--- config.mk ---
export PLATFORM = sky130hd
export DESIGN_NAME = prs_reset_sequencer_flat
export DESIGN_NICKNAME = d
export VERILOG_FILES = /design/src/rtl/prs_reset_sequencer_if.sv /design/src/rtl/prs_reset_sequencer.sv /design/src/flat_wrapper.sv
export SDC_FILE = /design/constraint.sdc
export NUM_CORES = 1
export LEC_CHECK = 0
export BUFFER_PORTS_ARGS = -buffer_cell sky130_fd_sc_hd__buf_2
export CORE_ASPECT_RATIO = 1.5
export CORE_UTILIZATION = 65
export CTS_CLUSTER_DIAMETER = 40
export DETAILED_ROUTE_END_ITERATION = 12
export GPL_TIMING_DRIVEN = 0
export HOLD_SLACK_MARGIN = 0.02
export PLACE_DENSITY = 0.86
export REMOVE_ABC_BUFFERS = 1
export SLEW_MARGIN = 20
export SYNTH_ARGS = -nofsm -noshare
export SYNTH_HDL_FRONTEND = slang
export SYNTH_SLANG_ARGS = --single-unit
--- constraint.sdc ---
create_clock -name clk -period 8.4 [get_ports clk]
set_input_delay 0.42 -clock clk [delete_from_list [all_inputs] [get_ports clk]]
set_output_delay 0.42 -clock clk [all_outputs]
set_load 0.01 [all_outputs]
--- src/rtl/prs_reset_sequencer_if.sv ---
// Control/status bundle between a prsim VPI bench and the PRS reset sequencer.
// The bench drives start/abort/osc; the sequencer reports reset drive and liveness.
interface prs_reset_sequencer_if #(
  parameter int unsigned CNT_W = 16
);
  logic             start;
  logic             abort;
  logic             osc;
  logic             prs_reset_n;
  logic             busy;
  logic             pass;
  logic             fail;
  logic [CNT_W-1:0] edge_count;
  logic [CNT_W-1:0] gap_max;

  modport master (
    output start, abort, osc,
    input  prs_reset_n, busy, pass, fail, edge_count, gap_max
  );

  modport slave (
    input  start, abort, osc,
    output prs_reset_n, busy, pass, fail, edge_count, gap_max
  );
endinterface

--- src/rtl/prs_reset_sequencer.sv ---
// Holds a PRS circuit in reset, releases it, lets it settle, then checks that its
// output keeps toggling: TARGET_EDGES edges -> pass, inter-edge gap timeout -> fail.
module prs_reset_sequencer #(
  parameter int unsigned ASSERT_CYCLES  = 8,
  parameter int unsigned SETTLE_CYCLES  = 4,
  parameter int unsigned TARGET_EDGES   = 16,
  parameter int unsigned TIMEOUT_CYCLES = 64,
  parameter int unsigned CNT_W          = 16
) (
  input logic                  clk,
  input logic                  reset,
  prs_reset_sequencer_if.slave bus
);

  typedef enum logic [2:0] {
    S_IDLE,
    S_ASSERT,
    S_SETTLE,
    S_RUN,
    S_PASS,
    S_FAIL
  } state_e;

  state_e           state_q, state_d;
  logic [CNT_W-1:0] ph_q, ph_d;
  logic [CNT_W-1:0] gap_q, gap_d;
  logic [CNT_W-1:0] edge_count_q, edge_count_d;
  logic [CNT_W-1:0] gap_max_q, gap_max_d;
  logic             pass_q, pass_d;
  logic             fail_q, fail_d;
  logic             prs_reset_n_q, prs_reset_n_d;
  logic             busy_q, busy_d;
  logic             sync1_q, sync2_q, hist_q;

  logic             edge_c;
  logic [CNT_W-1:0] gap_c;

  // osc is asynchronous: two-flop synchroniser, then a history flop for edge detect
  assign edge_c = sync2_q ^ hist_q;
  assign gap_c  = gap_q + CNT_W'(1);

  always_ff @(posedge clk or posedge reset) begin
    if (reset) begin
      state_q       <= S_IDLE;
      ph_q          <= '0;
      gap_q         <= '0;
      edge_count_q  <= '0;
      gap_max_q     <= '0;
      pass_q        <= 1'b0;
      fail_q        <= 1'b0;
      prs_reset_n_q <= 1'b0;
      busy_q        <= 1'b0;
      sync1_q       <= 1'b0;
      sync2_q       <= 1'b0;
      hist_q        <= 1'b0;
    end else begin
      state_q       <= state_d;
      ph_q          <= ph_d;
      gap_q         <= gap_d;
      edge_count_q  <= edge_count_d;
      gap_max_q     <= gap_max_d;
      pass_q        <= pass_d;
      fail_q        <= fail_d;
      prs_reset_n_q <= prs_reset_n_d;
      busy_q        <= busy_d;
      sync1_q       <= bus.osc;
      sync2_q       <= sync1_q;
      hist_q        <= sync2_q;
    end
  end

  always_comb begin
    state_d      = state_q;
    ph_d         = ph_q;
    gap_d        = gap_q;
    edge_count_d = edge_count_q;
    gap_max_d    = gap_max_q;
    pass_d       = pass_q;
    fail_d       = fail_q;

    if (bus.abort) begin
      state_d = S_IDLE;
    end else begin
      unique case (state_q)
        S_IDLE, S_PASS, S_FAIL: begin
          if (bus.start) begin
            state_d      = S_ASSERT;
            ph_d         = '0;
            gap_d        = '0;
            edge_count_d = '0;
            gap_max_d    = '0;
            pass_d       = 1'b0;
            fail_d       = 1'b0;
          end
        end
        S_ASSERT: begin
          if (ph_q == CNT_W'(ASSERT_CYCLES - 1)) begin
            state_d = S_SETTLE;
            ph_d    = '0;
          end else begin
            ph_d = ph_q + CNT_W'(1);
          end
        end
        S_SETTLE: begin
          if (ph_q == CNT_W'(SETTLE_CYCLES - 1)) begin
            state_d = S_RUN;
            ph_d    = '0;
            gap_d   = '0;
          end else begin
            ph_d = ph_q + CNT_W'(1);
          end
        end
        S_RUN: begin
          // an edge on the timeout cycle still counts and restarts the gap
          if (edge_c) begin
            edge_count_d = edge_count_q + CNT_W'(1);
            gap_d        = '0;
            if (gap_c > gap_max_q) gap_max_d = gap_c;
            if (edge_count_d == CNT_W'(TARGET_EDGES)) begin
              state_d = S_PASS;
              pass_d  = 1'b1;
            end
          end else if (gap_c >= CNT_W'(TIMEOUT_CYCLES)) begin
            state_d = S_FAIL;
            fail_d  = 1'b1;
            gap_d   = CNT_W'(TIMEOUT_CYCLES);
          end else begin
            gap_d = gap_c;
          end
        end
        default: state_d = S_IDLE;
      endcase
    end

    prs_reset_n_d = state_d inside {S_SETTLE, S_RUN, S_PASS, S_FAIL};
    busy_d        = state_d inside {S_ASSERT, S_SETTLE, S_RUN};
  end

  assign bus.prs_reset_n = prs_reset_n_q;
  assign bus.busy        = busy_q;
  assign bus.pass        = pass_q;
  assign bus.fail        = fail_q;
  assign bus.edge_count  = edge_count_q;
  assign bus.gap_max     = gap_max_q;

endmodule

--- src/flat_wrapper.sv ---
// flat-port wrapper written by rule: the top's interface ports become plain ports
module prs_reset_sequencer_flat 
#(
  parameter int unsigned ASSERT_CYCLES  = 8,
  parameter int unsigned SETTLE_CYCLES  = 4,
  parameter int unsigned TARGET_EDGES   = 16,
  parameter int unsigned TIMEOUT_CYCLES = 64,
  parameter int unsigned CNT_W          = 16
)
  (clk, reset, bus_start, bus_abort, bus_osc, bus_prs_reset_n, bus_busy, bus_pass, bus_fail, bus_edge_count, bus_gap_max);
  prs_reset_sequencer_if #(.CNT_W(CNT_W)) bus_i ();
  input logic clk;
  input logic reset;
  input wire logic [$bits(bus_i.start)-1:0] bus_start;
  input wire logic [$bits(bus_i.abort)-1:0] bus_abort;
  input wire logic [$bits(bus_i.osc)-1:0] bus_osc;
  output wire logic [$bits(bus_i.prs_reset_n)-1:0] bus_prs_reset_n;
  output wire logic [$bits(bus_i.busy)-1:0] bus_busy;
  output wire logic [$bits(bus_i.pass)-1:0] bus_pass;
  output wire logic [$bits(bus_i.fail)-1:0] bus_fail;
  output wire logic [$bits(bus_i.edge_count)-1:0] bus_edge_count;
  output wire logic [$bits(bus_i.gap_max)-1:0] bus_gap_max;
  assign bus_i.start = bus_start;
  assign bus_i.abort = bus_abort;
  assign bus_i.osc = bus_osc;
  assign bus_prs_reset_n = bus_i.prs_reset_n;
  assign bus_busy = bus_i.busy;
  assign bus_pass = bus_i.pass;
  assign bus_fail = bus_i.fail;
  assign bus_edge_count = bus_i.edge_count;
  assign bus_gap_max = bus_i.gap_max;
  prs_reset_sequencer #(.ASSERT_CYCLES(ASSERT_CYCLES), .SETTLE_CYCLES(SETTLE_CYCLES), .TARGET_EDGES(TARGET_EDGES), .TIMEOUT_CYCLES(TIMEOUT_CYCLES), .CNT_W(CNT_W)) u_core (.clk(clk), .reset(reset), .bus(bus_i));
endmodule
==> results by group, run 1 <==
Outcome
  • Status: finished, final reports clean

Synthesis
  • Post-Synthesis Cell Area: 0.00448 mm2
  • Syn_area_per_cell: 8.89 um2
  • Synth area leader: dfrtp_1
  • Library cells used by synthesis: 56
  • Synth area leaders: dfrtp_1, ha_1, nand2_1, xor2_1, nor2_1
  • Most common library cells after synthesis: dfrtp_1, nand2_1, nor2_1
  • Synth Instances: 504
  • Number of flops mapped to enable cells by yosys: 0
  • Ys async rst share: 100%
  • Warnings from Yosys: 0
  • Post-synthesis sequential area ratio: 41.3%
  • Number of synthesized register bits: 74
  • Prevailing post-synth register cell: dfrtp_1
  • Post-synth top area share: 41.3%
  • Top-count cell post-synth: dfrtp_1

Clock tree
  • Hold buffer count at cts: 0
  • Clock tree buffer depth: 2
  • Clock-pin slew on the worst setup and hold paths: 0.08 ns
  • Post-CTS Setup Bufs: 0
  • Clock insertion delay at the later pin of the skew report: 0.36 ns
  • TritonCTS clock tree: yes
  • CTS Root Cell: clkbuf_8
  • H-tree lvl count: 3
  • CTS Sinks: 74
  • Total CTS buffers: 9
  • Post_cts resized: 0

Place
  • Inst Count DP: 596
  • Port buffer count: 40
  • Post-DP HPWL: 6990 um
  • Placer Congestion: 0.939

Worst setup path
  • R2R cell count: 10
  • CP max FO: 16
  • Crit path top cell by count: nand4_1
  • WP data required: 8.68 ns
  • Setup slack, reg-to-reg: 4.98 ns
  • CP endpoint kind: flop
  • Critical Path Start Type: flop
  • Worst r2r src: u_core.gap_q[3]$_DFFE_PP0P_
  • Max incr delay on CP: 0.62 ns
  • Crit path cell chain: nand4_1 -> nor4_1 -> xor2_1 -> ha_1 -> nand4_1 -> nor2_1 -> o21ai_0 -> o2bb2ai_1 -> a21oi_4 -> mux2i_1
  • Crit path max-delay family: simple AND/OR/NAND/NOR gates
  • WP buf/inv: 0
  • Reg-to-Reg End: u_core.bus.gap_max[0]$_DFFE_PP0P_
  • Slowest cell on crit path: nor4_1
  • CP arrival: 3.70 ns
  • Kind of critical path: flop to flop

Cells and area
  • Final instance count without filler cells: 610
  • Count of nets after finishing: 555
  • Share of layout cells above drive strength 1: 12.2%
  • Synthesis-to-finish area growth: 8.55%
  • N_diodes: 0

STA
  • Tightest Pin Transition: 0.739 ns
  • Fin. Hold Viols: 0
  • Clk_skew: 0.00829 ns
  • Setup TNS: 0 ns
  • Relative slew margins: 50.5%
  • RSZ-0062 raised after global routing: no
  • Highest Clock Rate: 292 MHz
  • Final setup viols: 0
  • Final Slew Violations: 0
  • Tmin final: 3.42 ns
  • Period utilization: 40.7%

Floorplanning
  • Chip width: 69.8 um
  • Row count: 36
  • # IOs: 41
  • Die Ht: 104 um
  • Die area: 0.00723 mm2
  • Initial Utilization: 68.1%
  • Core Area: 0.00658 mm2

Power
  • Power per cell area: 138 mW/mm2
  • Comb pwr share: 4.6%
  • Switching Share: 22.9%
  • Sequential Power Share: 54.0%
  • P_sw: 0.154 mW
  • P_int: 0.517 mW
  • Leakage Power: 2.30 nW
  • Max IR drop VDD: 0.111 mV
  • Clk network pwr share: 41.3%

Detailed routing
  • Antenna Violating Nets Remaining: 0
  • DR DRC count: 0
  • Drt first pass iters: 5
  • DR vias: 3847
  • DR vias/cell: 6.31
  • DR iter-0 viols: 308
  • Routed WL: 9920 um
  • Avg WL per Cell: 16.3 um

Global route
  • Vias in the first global route: 3765
  • Gr ovfl total: 0
  • GRT Total Usage: 29.2%
  • Largest net degree at the start of global routing: 42
  • Initial antenna violation count: 0
  • First-pass GRT wire length: 17100 um

Hold path
  • Hold crit path type: input pin to async pin

Run
  • Max-cap check violation count: 0
==> flip-flops by register name, summed over array words and instances, names as in the netlist <==
| register | cells |
|---|---|
| u_core.bus.busy | 1 |
| u_core.bus.edge_count | 16 |
| u_core.bus.fail | 1 |
| u_core.bus.gap_max | 16 |
| u_core.bus.pass | 1 |
| u_core.bus.prs_reset_n | 1 |
| u_core.gap_q | 16 |
| u_core.hist_q | 1 |
| u_core.ph_q | 16 |
| u_core.state_q | 3 |
| u_core.sync1_q | 1 |
| u_core.sync2_q | 1 |
==> worst register-to-register path, stage by stage (launching register included) <==
cell	delay, ns
dfrtp_1	0.45
nand4_1	0.34
nor4_1	0.62
xor2_1	0.17
ha_1	0.34
nand4_1	0.09
nor2_1	0.17
o21ai_0	0.12
o2bb2ai_1	0.21
a21oi_4	0.58
mux2i_1	0.26
==> metal layers <==
metal / track usage (%) / vias up / share of wire (%)
li1: - / 1813 / -
met1: 33.1 / 1858 / 40
met2: 52.3 / 143 / 54
met3: 3.99 / 33 / 4.0
met4: 15.1 / 0 / 2.8
met5: 0 / - / 0
==> layout by cell type (no fill, tap or decap), types with 9 or more instances in the layout <==
master	n
and2_1	10
mux2i_1	13
a21oi_1	12
o21ai_0	31
and3_1	9
nand3_1	31
nand2_1	60
ha_1	19
xnor2_1	11
a21o_1	9
clkbuf_8	11
inv_1	24
xor2_1	24
buf_2	40
nand4_1	14
dfrtp_1	74
nor2_1	46
==> power by group through the flow <==
stage                     registers [mW]  logic (mW)  clock network, mW
after floorplan                    0.369      0.0212                  0
after global placement             0.369      0.0292                  0
after detailed placement           0.369      0.0315                  0
after CTS                          0.363      0.0315              0.280
after global routing               0.363      0.0357              0.292
final                              0.363      0.0312              0.277
==> cell type report <==
| class | instances | area (um2) |
|---|---|---|
| Inverter | 25 | 96.3 |
| Multi-Input combinational cell | 380 | 2410 |
| Clock buffer | 11 | 151 |
| Tap cell | 76 | 95.1 |
| Clock inverter | 3 | 40.0 |
| Sequential cell | 74 | 1850 |
| Fill cell | 479 | 1710 |
| Timing Repair Buffer | 41 | 220 |
==> how the worst max path moves through the flow <==
stage | startpoint | endpoint | slack, ns | depth (start not counted)
after floorplan | u_core.gap_q[0]$_DFFE_PP0P_ | u_core.bus.gap_max[0]$_DFFE_PP0P_ | 5.64 | 11
after global placement | u_core.gap_q[3]$_DFFE_PP0P_ | u_core.bus.gap_max[11]$_DFFE_PP0P_ | 5.13 | 10
after detailed placement | u_core.gap_q[3]$_DFFE_PP0P_ | u_core.bus.gap_max[12]$_DFFE_PP0P_ | 5.13 | 10
after CTS | u_core.gap_q[3]$_DFFE_PP0P_ | u_core.bus.gap_max[0]$_DFFE_PP0P_ | 5.08 | 10
after global routing | u_core.gap_q[0]$_DFFE_PP0P_ | u_core.bus.gap_max[9]$_DFFE_PP0P_ | 4.73 | 10
final | u_core.gap_q[3]$_DFFE_PP0P_ | u_core.bus.gap_max[0]$_DFFE_PP0P_ | 4.98 | 10
==> through the flow <==
| step | hold WS, ns | total power, mW | util, % | instance area (um2) | setup WS (ns) |
|---|---|---|---|---|---|
| floorplan | 0.331 | 0.390 | - | 4350 | 5.64 |
| global placement | 0.335 | 0.398 | 70.6 | 4640 | 5.13 |
| detailed placement | 0.358 | 0.401 | 71.0 | 4670 | 5.13 |
| CTS | 0.0763 | 0.674 | 73.9 | 4860 | 5.08 |
| global route | 0.107 | 0.690 | 73.9 | 4860 | 4.73 |
| finish | 0.0716 | 0.671 | 73.9 | 4860 | 4.98 |
==> cell families after synthesis <==
family	synth area share, %
AOI/OAI and AO/OA	14.5
xor gates and xnor gates	7.21
muxes	2.90
adders and majority gates	5.31
DFF	41.3
and+or+nand+nor	23.7
buffers and inverters	5.00
(Power assumes the default switching activity.)
==> inputs of run 2 (changes only) <==
Settings changed: ABC_AREA from default to 1, CORE_UTILIZATION 65 to 54, PLACE_DENSITY 0.86 to 0.77.
Clock period 8.4 ns to 3 ns, I/O delays scaled along.
==> run 2 against run 1 <==
- synthesized area fell by 3.0%
- final area grew 6.0%
- largest cell class unchanged
- highest routed layer unchanged
- register-to-register slack got worse by 4.8 ns
- critical path type unchanged
- largest power group is now the clock network
- cell count rose by 18%
- routed wire length grew 0.44%
- hold slack gained 0.081 ns
==> results by group, run 2 <==
Place
  • Post-DP Area: 0.00467 mm2 (about the same)
  • Post-DP HPWL: 7200 um (was 6990 um)
  • Pre-CTS setup slack: -0.277 ns (was 5.13 ns)
  • Port buffer count: 40 (unchanged)
  • Inst Count DP: 695 (was 596)
  • Placer Congestion: 0.857 (was 0.939)

Power
  • Leakage Power: 2.54 nW (was 2.30 nW)
  • Power per cell area: 454 mW/mm2 (was 138 mW/mm2)
  • Max IR drop VDD: 0.310 mV (was 0.111 mV)

Worst setup path
  • CP arrival: 3.03 ns (was 3.70 ns)
  • Crit path max-delay family: simple AND/OR/NAND/NOR gates (unchanged)
  • WP buf/inv: 2 (was 0)
  • Setup slack, reg-to-reg: 0.19 ns (was 4.98 ns)
  • CP max FO: 8 (was 16)
  • Max incr delay on CP: 0.43 ns (was 0.62 ns)
  • Crit path top cell by count: nand2_1 (was nand4_1)
  • Critical Path Start Type: flop (unchanged)
  • CP endpoint kind: flop (unchanged)
  • Slowest cell on crit path: dfrtp_1 (was nor4_1)
  • Crit path cell chain: nand2_1 -> nor2_2 -> nand4_1 -> xor2_1 -> ha_1 -> nand2_1 -> inv_1 -> nand3_2 -> nor3_4 -> o21ai_0 -> o2111ai_2 -> nand2_2 -> nand2_4 -> buf_4 -> o22ai_1 (was nand4_1 -> nor4_1 -> xor2_1 -> ha_1 -> nand4_1 -> nor2_1 -> o21ai_0 -> o2bb2ai_1 -> a21oi_4 -> mux2i_1)
  • Kind of critical path: flop to flop (unchanged)
  • WP data required: 3.21 ns (was 8.68 ns)

STA
  • RSZ-0062 raised after global routing: no (unchanged)
  • Highest Clock Rate: 356 MHz (was 292 MHz)
  • Period utilization: 93.8% (was 40.7%)
  • Clk_skew: 0.00661 ns (was 0.00829 ns)
  • Relative slew margins: 64.6% (was 50.5%)
  • Final WS setup: 0.187 ns (was 4.98 ns)
  • Setup TNS: 0 ns (unchanged)
  • Tightest Pin Transition: 0.526 ns (was 0.739 ns)
  • Fin. Hold Viols: 0 (unchanged)
  • Tmin final: 2.81 ns (was 3.42 ns)
  • Final setup viols: 0 (unchanged)
  • Worst hold margin: 0.152 ns (was 0.0716 ns)
  • Final Slew Violations: 0 (unchanged)

Clock tree
  • CTS Root Cell: clkbuf_16 (was clkbuf_8)
  • Total CTS buffers: 9 (unchanged)
  • Clock-pin slew on the worst setup and hold paths: 0.06 ns (was 0.08 ns)
  • H-tree lvl count: 3 (unchanged)
  • Clock tree buffer depth: 2 (unchanged)
  • TritonCTS clock tree: yes (unchanged)
  • Clock insertion delay at the later pin of the skew report: 0.34 ns (was 0.36 ns)
  • CTS Sinks: 74 (unchanged)

Synthesis
  • Number of synthesized register bits: 74 (unchanged)
  • Most common library cells after synthesis: nand2_1, inv_1, dfrtp_1 (was dfrtp_1, nand2_1, nor2_1)
  • Ys async rst share: 100% (unchanged)
  • Library cells used by synthesis: 42 (was 56)
  • Prevailing post-synth register cell: dfrtp_1 (unchanged)
  • Top-count cell post-synth: nand2_1 (was dfrtp_1)
  • Synth area leaders: dfrtp_1, nand2_1, inv_1, ha_1, nor2_1 (was dfrtp_1, ha_1, nand2_1, xor2_1, nor2_1)
  • Warnings from Yosys: 0 (unchanged)
  • Number of flops mapped to enable cells by yosys: 0 (unchanged)
  • Post-synth top area share: 42.6% (was 41.3%)
  • Syn_area_per_cell: 7.80 um2 (was 8.89 um2)
  • Synth area leader: dfrtp_1 (unchanged)
  • Synth Instances: 557 (was 504)
  • Post-Synthesis Cell Area: 0.00435 mm2 (was 0.00448 mm2)
  • Post-synthesis sequential area ratio: 42.6% (was 41.3%)

Cells and area
  • Final instance count without filler cells: 717 (was 610)
  • Area of all placed cells without fillers: 0.00515 mm2 (was 0.00486 mm2)
  • N_diodes: 0 (unchanged)
  • Commonest cells after routing, fill and taps aside: nand2_1, inv_1, dfrtp_1 (was dfrtp_1, nand2_1, nor2_1)
  • Count of nets after finishing: 634 (was 555)
  • Commonest non-fill, non-tap cell in the layout: nand2_1 (was dfrtp_1)
  • Share of layout cells above drive strength 1: 19.2% (was 12.2%)
  • Synthesis-to-finish area growth: 18.5% (was 8.55%)

Floorplanning
  • Core Area: 0.00771 mm2 (was 0.00658 mm2)
  • Die Ht: 112 um (was 104 um)
  • Row count: 39 (was 36)
  • Initial Utilization: 56.4% (was 68.1%)
  • # IOs: 41 (unchanged)
  • Chip width: 75.3 um (was 69.8 um)
  • Die area: 0.00842 mm2 (was 0.00723 mm2)

Run
  • Max-cap check violation count: 0 (unchanged)

Hold path
  • Hold crit path type: input pin to flop (was input pin to async pin)

Global route
  • Largest net degree at the start of global routing: 40 (was 42)
  • Initial antenna violation count: 0 (unchanged)
  • Vias in the first global route: 3756 (was 3765)
  • Gr ovfl total: 0 (unchanged)
  • First-pass GRT wire length: 16100 um (was 17100 um)
  • GRT Total Usage: 25.1% (was 29.2%)

Detailed routing
  • DR vias: 3942 (was 3847)
  • DR iter-0 viols: 293 (was 308)
  • Avg WL per Cell: 13.9 um (was 16.3 um)
  • DR DRC count: 0 (unchanged)
  • Drt first pass iters: 7 (was 5)
  • Antenna Violating Nets Remaining: 0 (unchanged)
  • DR vias/cell: 5.50 (was 6.31)
  • Routed WL: 9960 um (was 9920 um)

Outcome
  • Status: finished, final reports clean (unchanged)
run 2: cell count changes in the layout (fill, tap and decap cells not counted), sizes merged, moves of 9 or more:
cell / change
nor2: +22
and2: -11
nand2: +62
mux2i: -12
xor2: -16
inv: +74
a21o: -9
nand3: +12
xnor2: -9
o22ai: +20
and3: -9
run 2: worst paths after layout:
path                       cells past startpoint                               endpoint                   startpoint
max                                           15     u_core.bus.gap_max[10]$_DFFE_PP0P_  u_core.gap_q[7]$_DFFE_PP0P_
max reg2reg                                   15     u_core.bus.gap_max[10]$_DFFE_PP0P_  u_core.gap_q[7]$_DFFE_PP0P_
max in group asynchronous                      4            u_core.ph_q[14]$_DFFE_PP0P_                        reset
min in group asynchronous                      3  u_core.bus.edge_count[12]$_DFFE_PP0P_                        reset
min reg2reg                                    0               u_core.sync2_q$_DFF_PP0_     u_core.sync1_q$_DFF_PP0_
min                                            4            u_core.state_q[2]$_DFF_PP0_                    bus_abort
run 2: what timing repair did:
action / CTS / global route
setup endpoints to repair: 16 / 16
gates resized for setup: 5 / 12
hold endpoints to repair: 36 / 0
buffers inserted: 0 / 4
hold buffers: 2 / 0
pin swaps: 0 / 6
run 2: stage by stage:
| stage | power, mW | util, % |
|---|---|---|
| 6_report | 2.34 | 66.8 |
| 3_5_place_dp | 1.19 | 60.5 |
| 3_3_place_gp | 1.18 | 60.3 |
| 5_1_grt | 2.44 | 66.8 |
| 4_1_cts | 2.34 | 65.4 |
| 2_1_floorplan | 1.15 | - |
run 2: final cells by class:
type | instances | area [um2]
timing repair buffer | 47 | 295
sequential | 74 | 1850
inverter | 100 | 378
multi-input combinational | 378 | 2180
tap | 102 | 128
clock buffer | 11 | 243
fill | 678 | 2560
clock inverter | 5 | 77.6
run 2: tightest hold or removal path: stages:
cell,delay [ns]
buf_2,0.09
inv_1,0.08
nand2_1,0.09
inv_1,0.04
run 2: cells by family after synthesis:
family / after synthesis / share of synthesized area, %
muxes: 1 / 0.230
AOI/OAI and AO/OA: 83 / 11.3
and+or+nand+nor: 264 / 28.8
xor gates and xnor gates: 11 / 2.22
DFF: 74 / 42.6
buffers and inverters: 105 / 9.30
adders and majority gates: 19 / 5.47
run 2: per-layer routing:
| metal | global-route usage [%] | routed length [um] |
|---|---|---|
| met4 | 13.3 | 237 |
| met3 | 5.25 | 401 |
| met2 | 44.1 | 5290 |
| met5 | 0 | 0 |
| met1 | 27.4 | 4030 |
run 2: power by group:
| part | switching [mW] | internal [mW] | total [mW] |
|---|---|---|---|
| registers | 0.0176 | 1.02 | 1.03 |
| logic | 0.106 | 0.0581 | 0.164 |
| clock network | 0.395 | 0.747 | 1.14 |
| total | 0.519 | 1.82 | 2.34 |
==> inputs of run 3 (changes only) <==
Settings changed: CORE_UTILIZATION 54 to 40, PLACE_DENSITY 0.77 to default.
==> run 3 against run 2 <==
- critical path type unchanged
- sequential share of layout area fell by 0.77 points
- highest routed layer unchanged
- routed wire length rose by 8.6%
- maximum frequency fell by 2.0%
- setup slack got worse by 0.059 ns
==> results by group, run 3 (synthesis gave the netlist of run 2 again) <==
Outcome
  • Status: finished, final reports clean (unchanged)

Place
  • Pre-CTS setup slack: -0.424 ns (was -0.277 ns)
  • Placer Congestion: 0.825 (was 0.857)
  • Port buffer count: 40 (unchanged)
  • Post-DP HPWL: 7820 um (was 7200 um)

Worst setup path
  • Reg-to-Reg End: u_core.bus.gap_max[1]$_DFFE_PP0P_ (was u_core.bus.gap_max[10]$_DFFE_PP0P_)
  • Critical Path Start Type: flop (unchanged)
  • Worst r2r src: u_core.gap_q[0]$_DFFE_PP0P_ (was u_core.gap_q[7]$_DFFE_PP0P_)
  • WP data required: 3.26 ns (was 3.21 ns)
  • CP max FO: 6 (was 8)
  • CP arrival: 3.13 ns (was 3.03 ns)
  • Crit path cell chain: ha_2 -> nand2_1 -> inv_2 -> nand4_1 -> buf_4 -> nand2_1 -> nand2_1 -> inv_1 -> ha_1 -> nand4_1 -> nor2_1 -> o21ai_1 -> o2111ai_2 -> buf_4 -> nand3_4 -> o22ai_1 (was nand2_1 -> nor2_2 -> nand4_1 -> xor2_1 -> ha_1 -> nand2_1 -> inv_1 -> nand3_2 -> nor3_4 -> o21ai_0 -> o2111ai_2 -> nand2_2 -> nand2_4 -> buf_4 -> o22ai_1)
  • Setup slack, reg-to-reg: 0.13 ns (was 0.19 ns)
  • WP buf/inv: 4 (was 2)
  • Kind of critical path: flop to flop (unchanged)
  • CP endpoint kind: flop (unchanged)
  • Crit path max-delay family: simple AND/OR/NAND/NOR gates (unchanged)
  • R2R cell count: 16 (was 15)
  • Crit path top cell by count: nand2_1 (unchanged)
  • Slowest cell on crit path: dfrtp_2 (was dfrtp_1)
  • Max incr delay on CP: 0.42 ns (was 0.43 ns)

Floorplanning
  • # IOs: 41 (unchanged)
  • Row count: 46 (was 39)
  • Core Area: 0.0106 mm2 (was 0.00771 mm2)
  • Die Ht: 130 um (was 112 um)
  • Chip width: 87.1 um (was 75.3 um)
  • Initial Utilization: 41.0% (was 56.4%)
  • Die area: 0.0113 mm2 (was 0.00842 mm2)

Power
  • Power per cell area: 448 mW/mm2 (was 454 mW/mm2)
  • Leakage Power: 2.56 nW (was 2.54 nW)
  • Max IR drop VDD: 0.275 mV (was 0.310 mV)

Detailed routing
  • DR iter-0 viols: 190 (was 293)
  • Routed WL: 10800 um (was 9960 um)
  • Antenna Violating Nets Remaining: 0 (unchanged)
  • DR vias: 3878 (was 3942)
  • Avg WL per Cell: 14.1 um (was 13.9 um)
  • Drt first pass iters: 4 (was 7)
  • DR vias/cell: 5.07 (was 5.50)
  • DR DRC count: 0 (unchanged)

Cells and area
  • N_diodes: 0 (unchanged)
  • Post-layout util: 49.7% (was 66.8%)
  • Commonest cells after routing, fill and taps aside: nand2_1, inv_1, dfrtp_1 (unchanged)
  • Count of nets after finishing: 640 (was 634)
  • Commonest non-fill, non-tap cell in the layout: nand2_1 (unchanged)
  • Synthesis-to-finish area growth: 21.1% (was 18.5%)
  • Share of layout cells above drive strength 1: 20.6% (was 19.2%)

Clock tree
  • CTS Root Cell: clkbuf_16 (unchanged)
  • Total CTS buffers: 9 (unchanged)
  • Clock-pin slew on the worst setup and hold paths: 0.06 ns (about the same)
  • CTS Sinks: 74 (unchanged)
  • Clock insertion delay at the later pin of the skew report: 0.34 ns (about the same)
  • TritonCTS clock tree: yes (unchanged)
  • Clock tree buffer depth: 2 (unchanged)
  • H-tree lvl count: 3 (unchanged)

Hold path
  • Hold crit path type: input pin to flop (unchanged)
  • Hold Crit Depth: 4 (unchanged)
  • Min-Delay Endpoint: u_core.state_q[2]$_DFF_PP0_ (unchanged)
  • Hold Crit Start: bus_abort (unchanged)

STA
  • Period utilization: 95.7% (was 93.8%)
  • Tmin final: 2.87 ns (was 2.81 ns)
  • Relative slew margins: 63.6% (was 64.6%)
  • Clk_skew: 0.00509 ns (was 0.00661 ns)
  • Highest Clock Rate: 348 MHz (was 356 MHz)
  • Fin. Hold Viols: 0 (unchanged)
  • Tightest Pin Transition: 0.541 ns (was 0.526 ns)
  • Final setup viols: 0 (unchanged)
  • Final Slew Violations: 0 (unchanged)
  • Final WS setup: 0.128 ns (was 0.187 ns)

Global route
  • First-pass GRT wire length: 17000 um (was 16100 um)
  • GRT Total Usage: 19.8% (was 25.1%)
  • Vias in the first global route: 3556 (was 3756)
  • Initial antenna violation count: 0 (unchanged)
  • Gr ovfl total: 0 (unchanged)
  • Largest net degree at the start of global routing: 40 (unchanged)

Run
  • Max-cap check violation count: 0 (unchanged)
-- run 3: changes by cell type in the layout (fill, tap and decap cells not counted), moves of 2 or more --
cell and delta:
nand2_4 +3, o21ai_0 -2, o21ai_1 +2, xor2_1 -2, buf_4 +4, clkinv_2 +2, xor2_2 +2, buf_12 -2
-- run 3: worst max path at each step --
stage	slack (ns)	from	depth (start not counted)	endpoint
after floorplan	0.52	u_core.gap_q[0]$_DFFE_PP0P_	13	u_core.bus.gap_max[10]$_DFFE_PP0P_
after global placement	-0.42	u_core.gap_q[0]$_DFFE_PP0P_	13	u_core.bus.gap_max[2]$_DFFE_PP0P_
after detailed placement	-0.42	u_core.gap_q[0]$_DFFE_PP0P_	13	u_core.bus.gap_max[7]$_DFFE_PP0P_
after CTS	0.02	u_core.gap_q[0]$_DFFE_PP0P_	13	u_core.bus.gap_max[12]$_DFFE_PP0P_
after global routing	-0.005	u_core.gap_q[1]$_DFFE_PP0P_	17	u_core.bus.gap_max[14]$_DFFE_PP0P_
final	0.13	u_core.gap_q[0]$_DFFE_PP0P_	16	u_core.bus.gap_max[1]$_DFFE_PP0P_
-- run 3: metal layers --
layer  GRT usage, %  part of all wire (%)
met5              0                     0
met3           3.82                   3.3
met2           35.6                    52
met1           22.8                    42
met4           8.20                   2.3
-- run 3: what timing repair did --
item / in CTS / in global routing
hold endpoints to repair: 36 / 0
hold buffers: 2 / 0
setup endpoints to repair: 16 / 16
buffers inserted: 0 / 6
cloned: 1 / 3
gates resized for setup: 8 / 18
pin swaps: 1 / 10
-- run 3: area by class of cell --
cell class / count / area [um2]
Clock buffer: 10 / 239
Tap cell: 144 / 180
Inverter: 100 / 378
Fill cell: 1048 / 5330
Multi-Input combinational cell: 382 / 2250
Clock inverter: 6 / 80.1
Timing Repair Buffer: 49 / 285
Sequential cell: 74 / 1850
-- run 3: power by group --
part / leakage (nW) / total (mW) / internal [mW] / switching [mW]
registers: 1.02 / 1.03 / 1.02 / 0.0171
logic: 1.38 / 0.161 / 0.0467 / 0.114
clock network: 0.162 / 1.16 / 0.744 / 0.418
-- run 3: worst register-to-register path: cells and delay by family, from the launching register on --
kind | cells | cell delay [ns]
AO/OA/AOI/OAI | 3 | 0.48
adder cells (fa/ha/maj) | 2 | 0.47
AND/OR/NAND/NOR | 7 | 0.98
buffers and inverters | 4 | 0.46
flip-flops | 1 | 0.42
-- run 3: through the flow --
stage	cells	power (mW)	instance area, um2	TNS, ns	hold slack, ns
global route	765	2.45	5270	-0.00587	0.182
CTS	756	2.37	5110	0	0.152
detailed placement	737	1.19	4720	-5.85	0.211
finish	765	2.36	5270	0	0.154
global placement	736	1.18	4700	-10.60	0.259
floorplan	552	1.15	4320	0	0.181
